$ cat config.mk
export PLATFORM = sky130hd
export DESIGN_NAME = yutorina_muldiv
export DESIGN_NICKNAME = d
export VERILOG_FILES = /design/src/rtl/yutorina_muldiv.sv
export SDC_FILE = /design/constraint.sdc
export NUM_CORES = 1
export LEC_CHECK = 0
export CAP_MARGIN = 20
export CORE_MARGIN = 3
export CORE_UTILIZATION = 30
export DETAILED_ROUTE_END_ITERATION = 10
export DONT_BUFFER_PORTS = 1
export REMOVE_ABC_BUFFERS = 1
export SYNTH_ARGS = -nofsm -noshare
export SYNTH_HDL_FRONTEND = slang
export SYNTH_SLANG_ARGS = --single-unit
$ cat constraint.sdc
create_clock -name clk -period 4.15 [get_ports clk]
set_clock_uncertainty 0.05 [all_clocks]
set_input_delay 0.415 -clock clk [delete_from_list [all_inputs] [get_ports clk]]
set_output_delay 0.415 -clock clk [all_outputs]
set_load 0.03 [all_outputs]
$ cat src/rtl/yutorina_muldiv.sv
// Iterative radix-2 multiply/divide unit: one bit per clock, valid/ready on both sides.
// Shift-add multiply and restoring divide share one 2*WIDTH accumulator.
module yutorina_muldiv #(
  parameter  int WIDTH = 32,
  localparam int CNT_W = $clog2(WIDTH) + 1
) (
  input  logic             clk,
  input  logic             reset,
  input  logic             flush,
  input  logic             in_valid,
  output logic             in_ready,
  input  logic [2:0]       op,
  input  logic [WIDTH-1:0] lhs,
  input  logic [WIDTH-1:0] rhs,
  output logic             out_valid,
  input  logic             out_ready,
  output logic [WIDTH-1:0] out
);

  localparam logic [1:0] ST_IDLE = 2'd0;
  localparam logic [1:0] ST_CALC = 2'd1;
  localparam logic [1:0] ST_DONE = 2'd2;

  logic [1:0]         state;
  logic [CNT_W-1:0]   cnt;
  logic [2:0]         op_r;
  logic [2*WIDTH-1:0] acc;
  logic [WIDTH-1:0]   mag;
  logic               neg_a;
  logic               neg_b;

  logic               accept;
  logic               last_iter;
  logic               op_signed;
  logic               in_neg_a;
  logic               in_neg_b;
  logic [WIDTH-1:0]   lhs_mag;
  logic [WIDTH-1:0]   rhs_mag;
  logic               is_div;
  logic [WIDTH:0]     add_sum;
  logic [WIDTH:0]     trial;
  logic [2*WIDTH-1:0] mul_next;
  logic [2*WIDTH-1:0] div_next;
  logic [2*WIDTH-1:0] acc_next;
  logic [2*WIDTH-1:0] prod_signed;
  logic [WIDTH-1:0]   quo;
  logic [WIDTH-1:0]   rem;
  logic [WIDTH-1:0]   result;

  assign in_ready  = (state == ST_IDLE);
  assign out_valid = (state == ST_DONE);
  assign accept    = in_valid && in_ready && !flush;
  assign last_iter = (cnt == CNT_W'(WIDTH - 1));

  // Only MULH, DIV and REM treat their operands as two's complement.
  assign op_signed = (op == 3'd1) || (op == 3'd3) || (op == 3'd5);
  assign in_neg_a  = op_signed && lhs[WIDTH-1];
  assign in_neg_b  = op_signed && rhs[WIDTH-1];
  assign lhs_mag   = in_neg_a ? -lhs : lhs;
  assign rhs_mag   = in_neg_b ? -rhs : rhs;
  assign is_div    = (op_r >= 3'd3) && (op_r != 3'd7);

  // Multiply keeps the multiplier in the low half and shifts the partial sum in from the top;
  // divide keeps the remainder high and shifts dividend bits out of the low half as quotient bits enter.
  always_comb begin
    add_sum  = {1'b0, acc[2*WIDTH-1:WIDTH]} + {1'b0, (acc[0] ? mag : {WIDTH{1'b0}})};
    mul_next = {add_sum, acc[WIDTH-1:1]};
    trial    = {acc[2*WIDTH-1:WIDTH], acc[WIDTH-1]} - {1'b0, mag};
    div_next = trial[WIDTH] ? {acc[2*WIDTH-2:0], 1'b0}
                            : {trial[WIDTH-1:0], acc[WIDTH-2:0], 1'b1};
    acc_next = is_div ? div_next : mul_next;
  end

  // Result is formed from the final iteration so it is registered on the edge entering DONE.
  always_comb begin
    prod_signed = (neg_a ^ neg_b) ? -acc_next : acc_next;
    quo         = acc_next[WIDTH-1:0];
    rem         = acc_next[2*WIDTH-1:WIDTH];
    result      = '0;
    case (op_r)
      3'd0:       result = acc_next[WIDTH-1:0];
      3'd1:       result = prod_signed[2*WIDTH-1:WIDTH];
      3'd2:       result = acc_next[2*WIDTH-1:WIDTH];
      3'd3, 3'd4: result = (mag == '0) ? {WIDTH{1'b1}} : ((neg_a ^ neg_b) ? -quo : quo);
      3'd5, 3'd6: result = neg_a ? -rem : rem;
      default:    result = '0;
    endcase
  end

  always_ff @(posedge clk) begin
    if (reset) begin
      state <= ST_IDLE;
      cnt   <= '0;
      op_r  <= '0;
      acc   <= '0;
      mag   <= '0;
      neg_a <= 1'b0;
      neg_b <= 1'b0;
      out   <= '0;
    end else if (flush) begin
      state <= ST_IDLE;
    end else begin
      case (state)
        ST_IDLE: begin
          if (accept) begin
            op_r  <= op;
            neg_a <= in_neg_a;
            neg_b <= in_neg_b;
            cnt   <= '0;
            state <= ST_CALC;
            if ((op >= 3'd3) && (op != 3'd7)) begin
              acc <= {{WIDTH{1'b0}}, lhs_mag};
              mag <= rhs_mag;
            end else begin
              acc <= {{WIDTH{1'b0}}, rhs_mag};
              mag <= lhs_mag;
            end
          end
        end
        ST_CALC: begin
          acc <= acc_next;
          if (cnt != {CNT_W{1'b1}}) cnt <= cnt + 1'b1;
          if (last_iter) begin
            out   <= result;
            state <= ST_DONE;
          end
        end
        ST_DONE: begin
          if (out_ready) state <= ST_IDLE;
        end
        default: state <= ST_IDLE;
      endcase
    end
  end

endmodule

==> flow_metrics.py, run 1 <==
metrics = {
    "logic_synthesis": {
        "synth.yosys.warnings": 0,
        "synthAdderAreaFrac_pct": 5.62,
        "syn_avg_cell_area_sq_um": 6.93,
        "synth_xor_area_share_pct": 9.13,
        "synth_compound_gate_area_share_pct": 31.8,
        "synth_mux_area_share_pct": 3.41,
        "synth_top_family_by_area": "compound AO/OA/AOI/OAI gates",
        "synth-seq-area-share_pct": 17.6,
        "total_of_flip_flops_plus_latches_after_synthesis": 141,
        "netlist-cell-type-count": 101,
        "number_of_flops_mapped_to_enable_cells_by_yosys": 0,
        "synth-async-reset-ratio_pct": 0,
        "synth_simple_gate_area_share_pct": 27.2,
        "synth-main-ff-cell": "dfxtp_1",
        "postSynthCellCount": 2320,
        "synthesis.area_sq_um": 16100,
    },
    "cts": {
        "clk_pin_slew_worst_paths_ps": 70,
        "clk_path_buf_depth": 2,
        "depth_of_the_cts_h_tree": 4,
        "cts.sink_count": 141,
        "worstSkewPairLatency_ps": 470,
        "cts_tree": "built",
        "cts_inserted_buffers": 17,
        "cts.root.buffer_cell": "clkbuf_16",
    },
    "sta": {
        "setup-tns-final_ps": -4100,
        "fin_crit_sh_pct": 109,
        "timing_max_transition_violations_final": 0,
        "final_period_minus_worst_setup_slack_ps": 4510,
        "slew_headroom_pct": 30.8,
        "timing.final.setup_violations": 23,
        "grt_setup_unrepaired": "yes",
        "worst-slew-pin-transition_ps": 1030,
        "finalWorstSetupSlack_ps": -356,
        "hold_viol": 0,
        "clock.fmax_mhz": 222,
    },
    "worst_setup_path": {
        "cp_slowest_cell": "or4_4",
        "reg2reg_depth": 18,
        "crit_start": "acc[43]",
        "critPathLaunchType": "flop",
        "timing.rr.start": "acc[43]",
        "worstSetupPathType": "flop to flop",
        "timing.critical_path.to_type": "flop",
        "crit_top_cell": "buf_6",
        "crit_path_max_fanout": 4,
        "critPathMaxStageDelay_ps": 600,
        "arrival_ps": 4770,
        "worstPathRequired_ps": 4420,
        "path_cells": "ha_1, nand2_1, nor3_4, buf_4, a22oi_2, and3_4, a21oi_4, buf_6, or4_1, o2111ai_2, ha_2, inv_2, or4_4, buf_6, o21ai_2, xnor2_1, a221oi_2, a211oi_2",
    },
    "drt": {
        "wl_per_cell_um": 25.2,
        "routed_wl_um": 85400,
        "drcViolationCount": 0,
        "vias": 20261,
        "antenna_violating_nets_left": 0,
        "number_of_iterations_in_the_first_detailed_routing_pass": 6,
        "via_density_per_instance": 5.98,
        "drt_iter0_markers": 2114,
    },
    "hold_path": {
        "hold_path_class": "primary input to flop",
        "worst_hold_path.num_cells": 2,
        "hold_path_startpoint": "op[0]",
    },
    "die": {
        "die_height_um": 238,
        "die_w_um": 238,
        "io_pins": 106,
        "placement_row_count": 84,
        "core_area_sq_um": 52800,
        "start_util_pct": 30.5,
        "die-area_sq_um": 56400,
    },
    "grt": {
        "overflow": 0,
        "grt_pass1_wl_um": 124000,
        "grt.total_usage_pct": 29.2,
        "grt_start_max_net_pins": 68,
        "first_global_vias": 19359,
        "initial_antenna_violation_count": 2,
    },
    "outcome": {
        "run_status": "complete, but fails checks",
        "violations": "negative setup slack",
    },
    "power_and_ir_drop": {
        "power_density_nw_per_um2": 246,
        "power.leakage_nw": 9.02,
        "max-vdd-ir-drop_mv": 0.189,
        "total_power_w": 0.00545,
    },
    "placement": {
        "detailedPlace.worstSlack_ps": -836,
        "detailedPlacementHpwl_um": 65800,
        "place_congestion": 1.06,
        "port-buffer-count": 0,
    },
    "final_layout": {
        "antenna-diode-count": 0,
        "mostFrequentLayoutCells": "buf_4, nand2_1, a21oi_1",
        "drive_above_1_share_pct": 29.0,
        "layout.cells.most_common": "buf_4",
        "synthToLayoutAreaGrowth_pct": 38.1,
        "layout.nets": 2832,
    },
    "run": {
        "maxCapViolations": 0,
    },
}
## path summary, 6_finish.rpt
check            end  slack (ps)
max          out[14]        -360
min          op_r[0]          30
max reg2reg  out[14]        -360
min reg2reg  acc[13]         430
## kinds of logic (layout without fill, tap and decap cells)
logic type      after synthesis  count (layout)
buf+inv                     209             590
fa+ha+maj                    71              71
flops                       141             141
mux                          54              54
compound gates              769             769
simple gates                910             911
xor+xnor                    166             166
## final cells by class
| cell class | instances | area [sq um] |
|---|---|---|
| Sequential cell | 141 | 2860 |
| Clock inverter | 13 | 134 |
| Tap cell | 688 | 861 |
| Clock buffer | 19 | 443 |
| Fill cell | 5462 | 30500 |
| Inverter | 63 | 236 |
| Timing Repair Buffer | 495 | 4050 |
| Multi-Input combinational cell | 1971 | 13600 |
## stage by stage
stage	hold slack (ps)	cell area [sq um]	util, %	std cells
4_1_cts	11.8	21600	40.9	3373
5_1_grt	21.2	22200	42.1	3390
2_1_floorplan	392	15500	-	2174
3_3_place_gp	411	19800	37.6	3307
3_5_place_dp	416	19900	37.6	3308
6_report	31.3	22200	42.1	3390
## cells in the mapped netlist, drive strengths merged, types with 62 or more instances
library cell / n / share of area [%]
a21oi: 259 / 8.2
clkbuf: 113 / 2.6
dfxtp: 141 / 18
ha: 69 / 5.4
inv: 63 / 1.5
nand2: 314 / 7.4
nor2: 227 / 5.3
o211ai: 81 / 3.8
o21ai: 122 / 3.9
xnor2: 104 / 5.8
xor2: 62 / 3.4
## sequential cells by signal, summed over array words and instances, names as in the netlist
signal / flops
acc: 64
cnt: 6
mag: 32
neg_a: 1
neg_b: 1
op_r: 3
out: 32
state: 2
## critical path, delay by kind of cell, from the launching register on
family	cells	cell delay, ps
AND/OR/NAND/NOR	5	1520
XOR/XNOR	1	90
flip-flops	1	560
buffers and inverters	4	500
adder cells (fa/ha/maj)	2	570
AO/OA/AOI/OAI	6	1050
## per-layer routing
metal,GRT usage (%),part of all wire (%)
met5,0,0.014
met1,38.8,41
met4,11.7,4.3
met3,5.33,10
met2,46.8,44
## report_power, final
part	total (W)	leakage (nW)	switching (W)	internal [W]
logic	0.00238	7.59	0.00138	0.00100
clock network	0.00161	0.279	0.000751	0.000854
registers	0.00147	1.16	0.0000675	0.00140
## repair_timing
| action | in CTS | in global routing |
|---|---|---|
| hold endpoints to repair | 59 | 0 |
| resized for setup | 181 | 111 |
| pin swaps | 63 | 47 |
| endpoints found under the setup margin | 31 | 32 |
| hold buffers | 6 | 0 |
| gates cloned | 0 | 1 |
| setup buffers | 27 | 17 |
No activity file was read; power rests on OpenSTA's default activity.
==> run 2: changes to the inputs <==
--- a/config.mk
+++ b/config.mk
@@ -10,6 +10,7 @@
 export CORE_UTILIZATION = 30
 export DETAILED_ROUTE_END_ITERATION = 10
 export DONT_BUFFER_PORTS = 1
+export PLACE_DENSITY = 0.57
 export REMOVE_ABC_BUFFERS = 1
 export SYNTH_ARGS = -nofsm -noshare
 export SYNTH_HDL_FRONTEND = slang
==> flow_metrics.py, run 2 (synthesized netlist as in run 1, its figures left out) <==
metrics = {
    "final_layout": {
        "mostFrequentLayoutCells": "buf_4, nand2_1, a21oi_1",
        "layout.nets": 2924,
        "register_containing_the_most_flip_flops_in_the_final_layout": "acc",
        "final_core_utilization_pct": 44.4,
        "final_cell_count_no_fill": 3482,
        "drive_above_1_share_pct": 33.9,
        "largestRegisters": "acc (64), mag (32), out (32)",
        "largest_reg_flops": 64,
        "antenna-diode-count": 0,
        "synthToLayoutAreaGrowth_pct": 45.7,
        "layout.cells.most_common": "buf_4",
    },
    "grt": {
        "grt_pass1_wl_um": 121000,
        "grt_start_max_net_pins": 89,
        "global_route_track_usage_on_met1_pct": 37.2,
        "first_global_vias": 19152,
        "grt_met3_use_pct": 6.56,
        "initial_antenna_violation_count": 1,
        "groute.layer.met2.usage_pct": 44.5,
        "overflow": 0,
        "global_route.peak_usage_layer": "met2",
        "grt.total_usage_pct": 28.2,
    },
    "placement": {
        "port-buffer-count": 0,
        "place_congestion": 1.06,
        "detailedPlacementHpwl_um": 64700,
        "numPlacedInstances": 3338,
    },
    "power_and_ir_drop": {
        "max-vdd-ir-drop_mv": 0.307,
        "power_density_nw_per_um2": 238,
        "power.leakage_nw": 9.62,
    },
    "die": {
        "start_util_pct": 30.5,
        "io_pins": 106,
        "die-area_sq_um": 56400,
        "core_area_sq_um": 52800,
        "die_height_um": 238,
        "die_w_um": 238,
        "placement_row_count": 84,
    },
    "worst_setup_path": {
        "sum_of_buffers_and_inverters_on_the_critical_path": 10,
        "critPathLaunchType": "flop",
        "cp_slowest_cell": "o41a_1",
        "path_cells": "ha_4, a21oi_2, o21ai_2, a21o_1, buf_4, buf_4, nor3_2, buf_4, a21oi_4, buf_12, buf_12, xnor2_4, buf_6, buf_6, buf_4, nor3_1, o211ai_1, nand4bb_1, buf_4, nor4_4, buf_4, a211oi_2, o41a_1",
        "worst_path_dominant_cell_family": "buffers and inverters",
        "crit_top_cell": "buf_4",
        "crit_path_max_fanout": 7,
        "worstPathRequired_ps": 4430,
        "worstSetupPathType": "flop to flop",
        "critPathMaxStageDelay_ps": 420,
        "arrival_ps": 4750,
        "timing.critical_path.to_type": "flop",
    },
    "run": {
        "maxCapViolations": 0,
    },
    "cts": {
        "cts.sink_count": 141,
        "clk_pin_slew_worst_paths_ps": 70,
        "cts_inserted_buffers": 17,
        "cts_tree": "built",
        "worstSkewPairLatency_ps": 460,
        "cts.root.buffer_cell": "clkbuf_16",
        "clk_path_buf_depth": 2,
        "depth_of_the_cts_h_tree": 4,
    },
    "outcome": {
        "violations": "negative setup slack",
        "run_status": "complete, but fails checks",
    },
    "drt": {
        "number_of_iterations_in_the_first_detailed_routing_pass": 6,
        "via_density_per_instance": 5.84,
        "drt_iter0_markers": 1893,
        "wl_per_cell_um": 24.0,
        "antenna_violating_nets_left": 0,
        "drcViolationCount": 0,
        "routed_wl_um": 83500,
        "vias": 20323,
    },
    "sta": {
        "timing.final.setup_violations": 25,
        "fin_crit_sh_pct": 108,
        "final_period_minus_worst_setup_slack_ps": 4470,
        "worst-slew-pin-transition_ps": 1070,
        "slew_headroom_pct": 28.9,
        "clock.fmax_mhz": 224,
        "finalWorstSetupSlack_ps": -318,
        "timing_max_transition_violations_final": 0,
        "grt_setup_unrepaired": "yes",
        "hold_viol": 0,
    },
    "hold_path": {
        "hold_path_class": "primary input to flop",
    },
}
run 2: cell count changes in the layout (fill, tap and decap cells not counted), sizes merged:
cell	change
clkbuf	-2
buf	+91
dlygate4sd3	+2
inv	+7
clkinv	-4
bufinv	-1
and2	-1
run 2: cell type report:
type,count,area [sq um]
Sequential cell,141,2880
Clock buffer,17,425
Clock inverter,15,143
Fill cell,5308,29300
Timing Repair Buffer,588,4720
Tap cell,688,861
Multi-Input combinational cell,1970,14200
Inverter,63,236
run 2: metrics by stage:
stage	power (W)	setup slack [ps]	hold slack, ps	TNS [ps]	area, sq um
after global placement	0.00351	-652	412	-13400	20000
after global routing	0.00578	-467	54.3	-8030	23400
after CTS	0.00533	-324	0.682	-4590	22100
final	0.00558	-318	45.1	-4970	23400
after detailed placement	0.00353	-678	413	-15140	20000
after floorplan	0.00254	-1760	392	-41230	15500
run 2: timing repair:
item / CTS / global route
pin swaps: 95 / 142
cloned: 0 / 0
endpoints found under the hold margin: 39 / 0
endpoints found under the setup margin: 32 / 34
buffers inserted: 63 / 55
hold buffers: 5 / 0
resized for setup: 194 / 219
run 2: where the power goes:
part	internal [W]	total, W	switching [W]
Combinational	0.00110	0.00255	0.00145
Sequential	0.00140	0.00145	0.0000512
Clock	0.000799	0.00158	0.000779
run 2: path summary, 6_finish.rpt:
check	start	to	slack (ps)	cells past startpoint
setup / recovery	acc[56]	out[27]	-320	23
hold / removal	op[0]	op_r[0]	50	2
setup reg to reg	acc[56]	out[27]	-320	23
hold reg to reg	acc[13]	acc[13]	420	2
run 2: routing by layer:
| metal | vias to the layer above | share of wire [%] |
|---|---|---|
| li1 | 9481 | - |
| met1 | 9678 | 42 |
| met2 | 964 | 44 |
| met3 | 198 | 9.6 |
| met4 | 2 | 4.7 |
| met5 | - | 0.020 |
==> RTL change 1, RTL diff (config.mk and constraints of run 1) <==
Reset style: asynchronous (`reset`), changed in one clocked block.
--- a/src/rtl/yutorina_muldiv.sv
+++ b/src/rtl/yutorina_muldiv.sv
@@ -87,7 +87,7 @@
     endcase
   end
 
-  always_ff @(posedge clk) begin
+  always_ff @(posedge clk or posedge reset) begin
     if (reset) begin
       state <= ST_IDLE;
       cnt   <= '0;
Behaviour: differs if reset is asserted again (counterexample within 4 cycles, from zero or initial values and one cycle with reset high); with reset held inactive, the same outputs for 10 cycles.
==> RTL change 1 against run 1 <==
  * The run still ends with setup timing left
  * Sequential cell count unchanged
  * Core utilization is 0.95 points higher
  * Cell count grew 1.3%
  * Count of clock-buffer cells in the layout shrank 2
  * Setup slack got worse by 190 ps
  * Cell area rose by 4.5%
  * Wire length is 0.80% higher
  * Area after synthesis up 1.9%
Power is left out: it rests on default switching activity, and per cell area and clock period it moved more than threefold.
==> RTL change 1: results (changes against run 1) <==
- Fraction of registers with async set/reset: 1.000 (+1.000)
- Vias in the first global route: 19.17k (-0.97%)
- Clk tree area frac: 0.02539 (-0.0005793)
- Synth Instances: 2255 (-2.8%)
- Non-Filler Instances: 3433 (+1.3%)
- Sequential cell area fraction in the yosys report: 0.2154 (+0.03986)
- Inverter count: 72 (+14%)
- Initial antenna violation count: 0 (-2)
- Routed wl met3: 6.086 mm (-30%)
- Total GRT Usage: 0.2918 (about the same)
- WL final: 86.03 mm (+0.80%)
- NonClk Buf Share: 0.1985 (+0.01630)
- CP peak stage delay: 440 ps (-160 ps)
- Worst EP arrival: 4970 ps (+200 ps)
- #FFs+latches synth: 141 (unchanged)
- Antenna Diode Count: 1 (+1)
- WL met1: 36.67 mm (+3.8%)
- Failing checks: setup timing
- Total length of routed met2 wires: 38.76 mm (+3.0%)
- DRT Pass-1 Iters: 5 (-1)
- Delay-heaviest family, CP: compound AO/OA/AOI/OAI gates
- Biggest area contributors in the synthesized netlist: dfrtp_1 22%, nand2_1 7.2%, o21ai_0 6.3%
- DR vias: 20.13k (-0.63%)
- Multi-input gates: 1909 (-3.1%)
- Placed Cells: 3330 (+0.67%)
- DP HPWL: 68.76 mm (+4.4%)
- DRT iter0 DRCs: 2126 (+0.57%)
- Seq area share: 0.1521 (+0.02340)
- Worst skew pair latency: 480 ps
- Largest net degree at the start of global routing: 87 (+28%)
- Slew headroom: 0.3024 (-0.005237)
- Mux cell area share after synthesis: 0.03101 (-0.003069)
- Final WS setup: -546.4 ps (-190.1 ps)
- Place WS: -995.7 ps (-159.4 ps)
- Fillers: 5464 (+0.037%)
- Fin crit share: 1.132 (+0.04582)
- Layout cells sized above 1: 0.3187 (+0.02893)
- XOR/XNOR share of the synthesized area: 0.07967 (-0.01168)
- Top_reg_cell synth: dfrtp_1
- Final setup fails: 29 (+26%)
- Area occupied by multi-input gates: 13330 µm² (-2.2%)
- Post-layout nets: 2866 (+1.2%)
- Compound-Gate Fraction of Synth Area: 0.3103 (-0.008050)
- First-pass GRT wire length: 125.2 mm (+1.0%)
- Top layer in use: met4
- Post-synthesis adder-cell area fraction: 0.05515 (-0.001030)
- Non-CTS buffers: 582 (+18%)
- Placer Congestion: 1.031 (-2.6%)
- CP Max Fanout: 8 (+4)
- Synth cell types: 108 (+6.9%)
- Status: finished, violations left
- Slowest cell on crit path: dfrtp_2
- Post-synth top cells: 314 x nand2_1, 212 x nor2_1, 207 x o21ai_0
## RTL change 1: routing by layer
metal	global-route usage	vias up
li1	-	9255
met1	0.3899	9739
met2	0.4665	950
met3	0.03846	190
met4	0.1378	0
met5	0	-
## RTL change 1: per-stage QoR
step / cell area [µm²] / TNS (ps)
6_report: 23210 / -9047
5_1_grt: 23210 / -14330
4_1_cts: 22510 / -8957
3_5_place_dp: 20700 / -17750
3_3_place_gp: 20680 / -17280
2_1_floorplan: 15790 / -117490
## RTL change 1: worst paths after layout
path                         from       to  slack, ps  cells after the start
min                         op[1]  op_r[1]         20                      2
max                        acc[0]  out[28]       -550                     20
max in group asynchronous   reset  acc[27]       2650                      3
max reg2reg                acc[0]  out[28]       -550                     20
min in group asynchronous   reset  mag[25]        550                      2
min reg2reg                cnt[0]   cnt[0]        470                      1
## RTL change 1: repair_timing
item,in CTS,in global routing
hold buffers,3,0
buffers inserted,40,27
endpoints found under the hold margin,29,0
resized for setup,187,102
pin swaps,58,60
endpoints found under the setup margin,33,33
cloned,2,0
==> RTL change 2, RTL diff (settings of run 1) <==
Without the edit above. `WIDTH`: 32 -> 16.
--- a/src/rtl/yutorina_muldiv.sv
+++ b/src/rtl/yutorina_muldiv.sv
@@ -1,7 +1,7 @@
 // Iterative radix-2 multiply/divide unit: one bit per clock, valid/ready on both sides.
 // Shift-add multiply and restoring divide share one 2*WIDTH accumulator.
 module yutorina_muldiv #(
-  parameter  int WIDTH = 32,
+  parameter  int WIDTH = 16,
   localparam int CNT_W = $clog2(WIDTH) + 1
 ) (
   input  logic             clk,
Ports: changed (resized lhs, out and rhs); port bits go from 106 to 58. The function was not compared with the original's and may differ.
==> RTL change 2 against run 1 <==
  * The flow still finishes with violations (setup timing)
  * Critical endpoint is now out[15]
  * Area after synthesis fell by 51%
  * Power shrank 52%
  * Wire length fell by 64%
  * Setup slack improved by 280 ps
  * Critical path type unchanged
  * Sequential cell count down 65
  * Synthesized cell count fell by 52%
  * Cell area is 54% lower
  * Largest power group unchanged
==> RTL change 2: results (changes against run 1) <==
- Status: finished, violations left
- Failing checks: setup timing
- DRT Pass-1 Iters: 5 (-1)
- Biggest regs: acc: 32 flops, mag: 16 flops, out: 16 flops
- GRT met2 Usage: 0.3229 (-0.1446)
- Worst vdd ir: 204.4 µV (+8.0%)
- Worst Setup SP: acc[15]
- Wire per inst: 19.31 µm (-23%)
- Total GRT Usage: 0.2059 (-0.08560)
- Synth cell types: 82 (-19%)
- Met3 Use GR: 0.03052 (-0.02273)
- Non-Filler Instances: 1572 (-54%)
- DP HPWL: 23.27 mm (-65%)
- Biggest area contributors in the synthesized netlist: dfxtp_1 19%, nand2_1 7.2%, ha_1 6.2%
- M1 GR Usage: 0.2894 (-0.09833)
- Post-synthesis adder-cell area fraction: 0.06697 (+0.01080)
- Synth Instances: 1122 (-52%)
- Leak: 4.088 nW (-55%)
- Mux cell area share after synthesis: 0.02428 (-0.009798)
- # H-tree levels: 3 (-1)
- DRT iter0 DRCs: 1042 (-51%)
- HP Start: flush
- Place WS: -345.9 ps (+490.5 ps)
- Final WS setup: -74.85 ps (+281.4 ps)
- Worst EP arrival: 4470 ps (-300 ps)
- Largest net degree at the start of global routing: 70 (+2.9%)
- Final setup fails: 2 (-91%)
- Post-synth top cells: 151 x nand2_1, 106 x nor2_1, 81 x a21oi_1
- Post-DP Area: 9223 µm² (-54%)
- #FFs+latches synth: 76 (-46%)
- Compound-Gate Fraction of Synth Area: 0.3161 (-0.002176)
- TritonCTS Buffers: 9 (-8)
- Layout cells sized above 1: 0.2375 (-0.05227)
-- RTL change 2: power by group --
part           leakage (nW)  internal [mW]  total (mW)  switching [mW]
combinational          3.32          0.449        1.03           0.577
clock                 0.145          0.428       0.790           0.361
sequential            0.622          0.756       0.786          0.0304
-- RTL change 2: path summary, 6_finish.rpt --
path,endpoint,cells after the start
worst max-delay path,out[15],17
worst min-delay path,state[0],1
worst max register to register,out[15],17
worst min register to register,cnt[1],2
-- RTL change 2: stage by stage --
| step | hold WS (ps) | power, mW |
|---|---|---|
| after CTS | 70.28 | 2.524 |
| after global placement | 404.6 | 1.693 |
| after global routing | 71.71 | 2.726 |
| after floorplan | 393.2 | 1.334 |
| after detailed placement | 426.1 | 1.701 |
| final | 73.12 | 2.601 |
-- RTL change 2: cell type report --
class	instances	area (µm²)
flip-flops and latches	76	1534
multi-input cells	943	6420
well taps	330	412.9
clock buffers	10	239.0
repair buffers	172	1350
inverters	35	131.4
clock inverters	6	47.55
fillers	2638	15340
-- RTL change 2: what timing repair did --
action,CTS,global route
setup buffers,5,12
endpoints found under the setup margin,14,14
gates resized for setup,30,87
pin swaps,9,35
-- RTL change 2: cell families after synthesis --
kind of cell,Yosys count
adders and majority gates,41
muxes,19
AOI/OAI and AO/OA,366
xor gates and xnor gates,74
DFF,76
and+or+nand+nor,443
buffers and inverters,103
-- RTL change 2: layer usage --
layer | vias up | routed length (µm)
met5 | - | 0
met4 | 0 | 1008
met3 | 55 | 2074
met2 | 376 | 13490
met1 | 4239 | 13790
li1 | 4350 | -
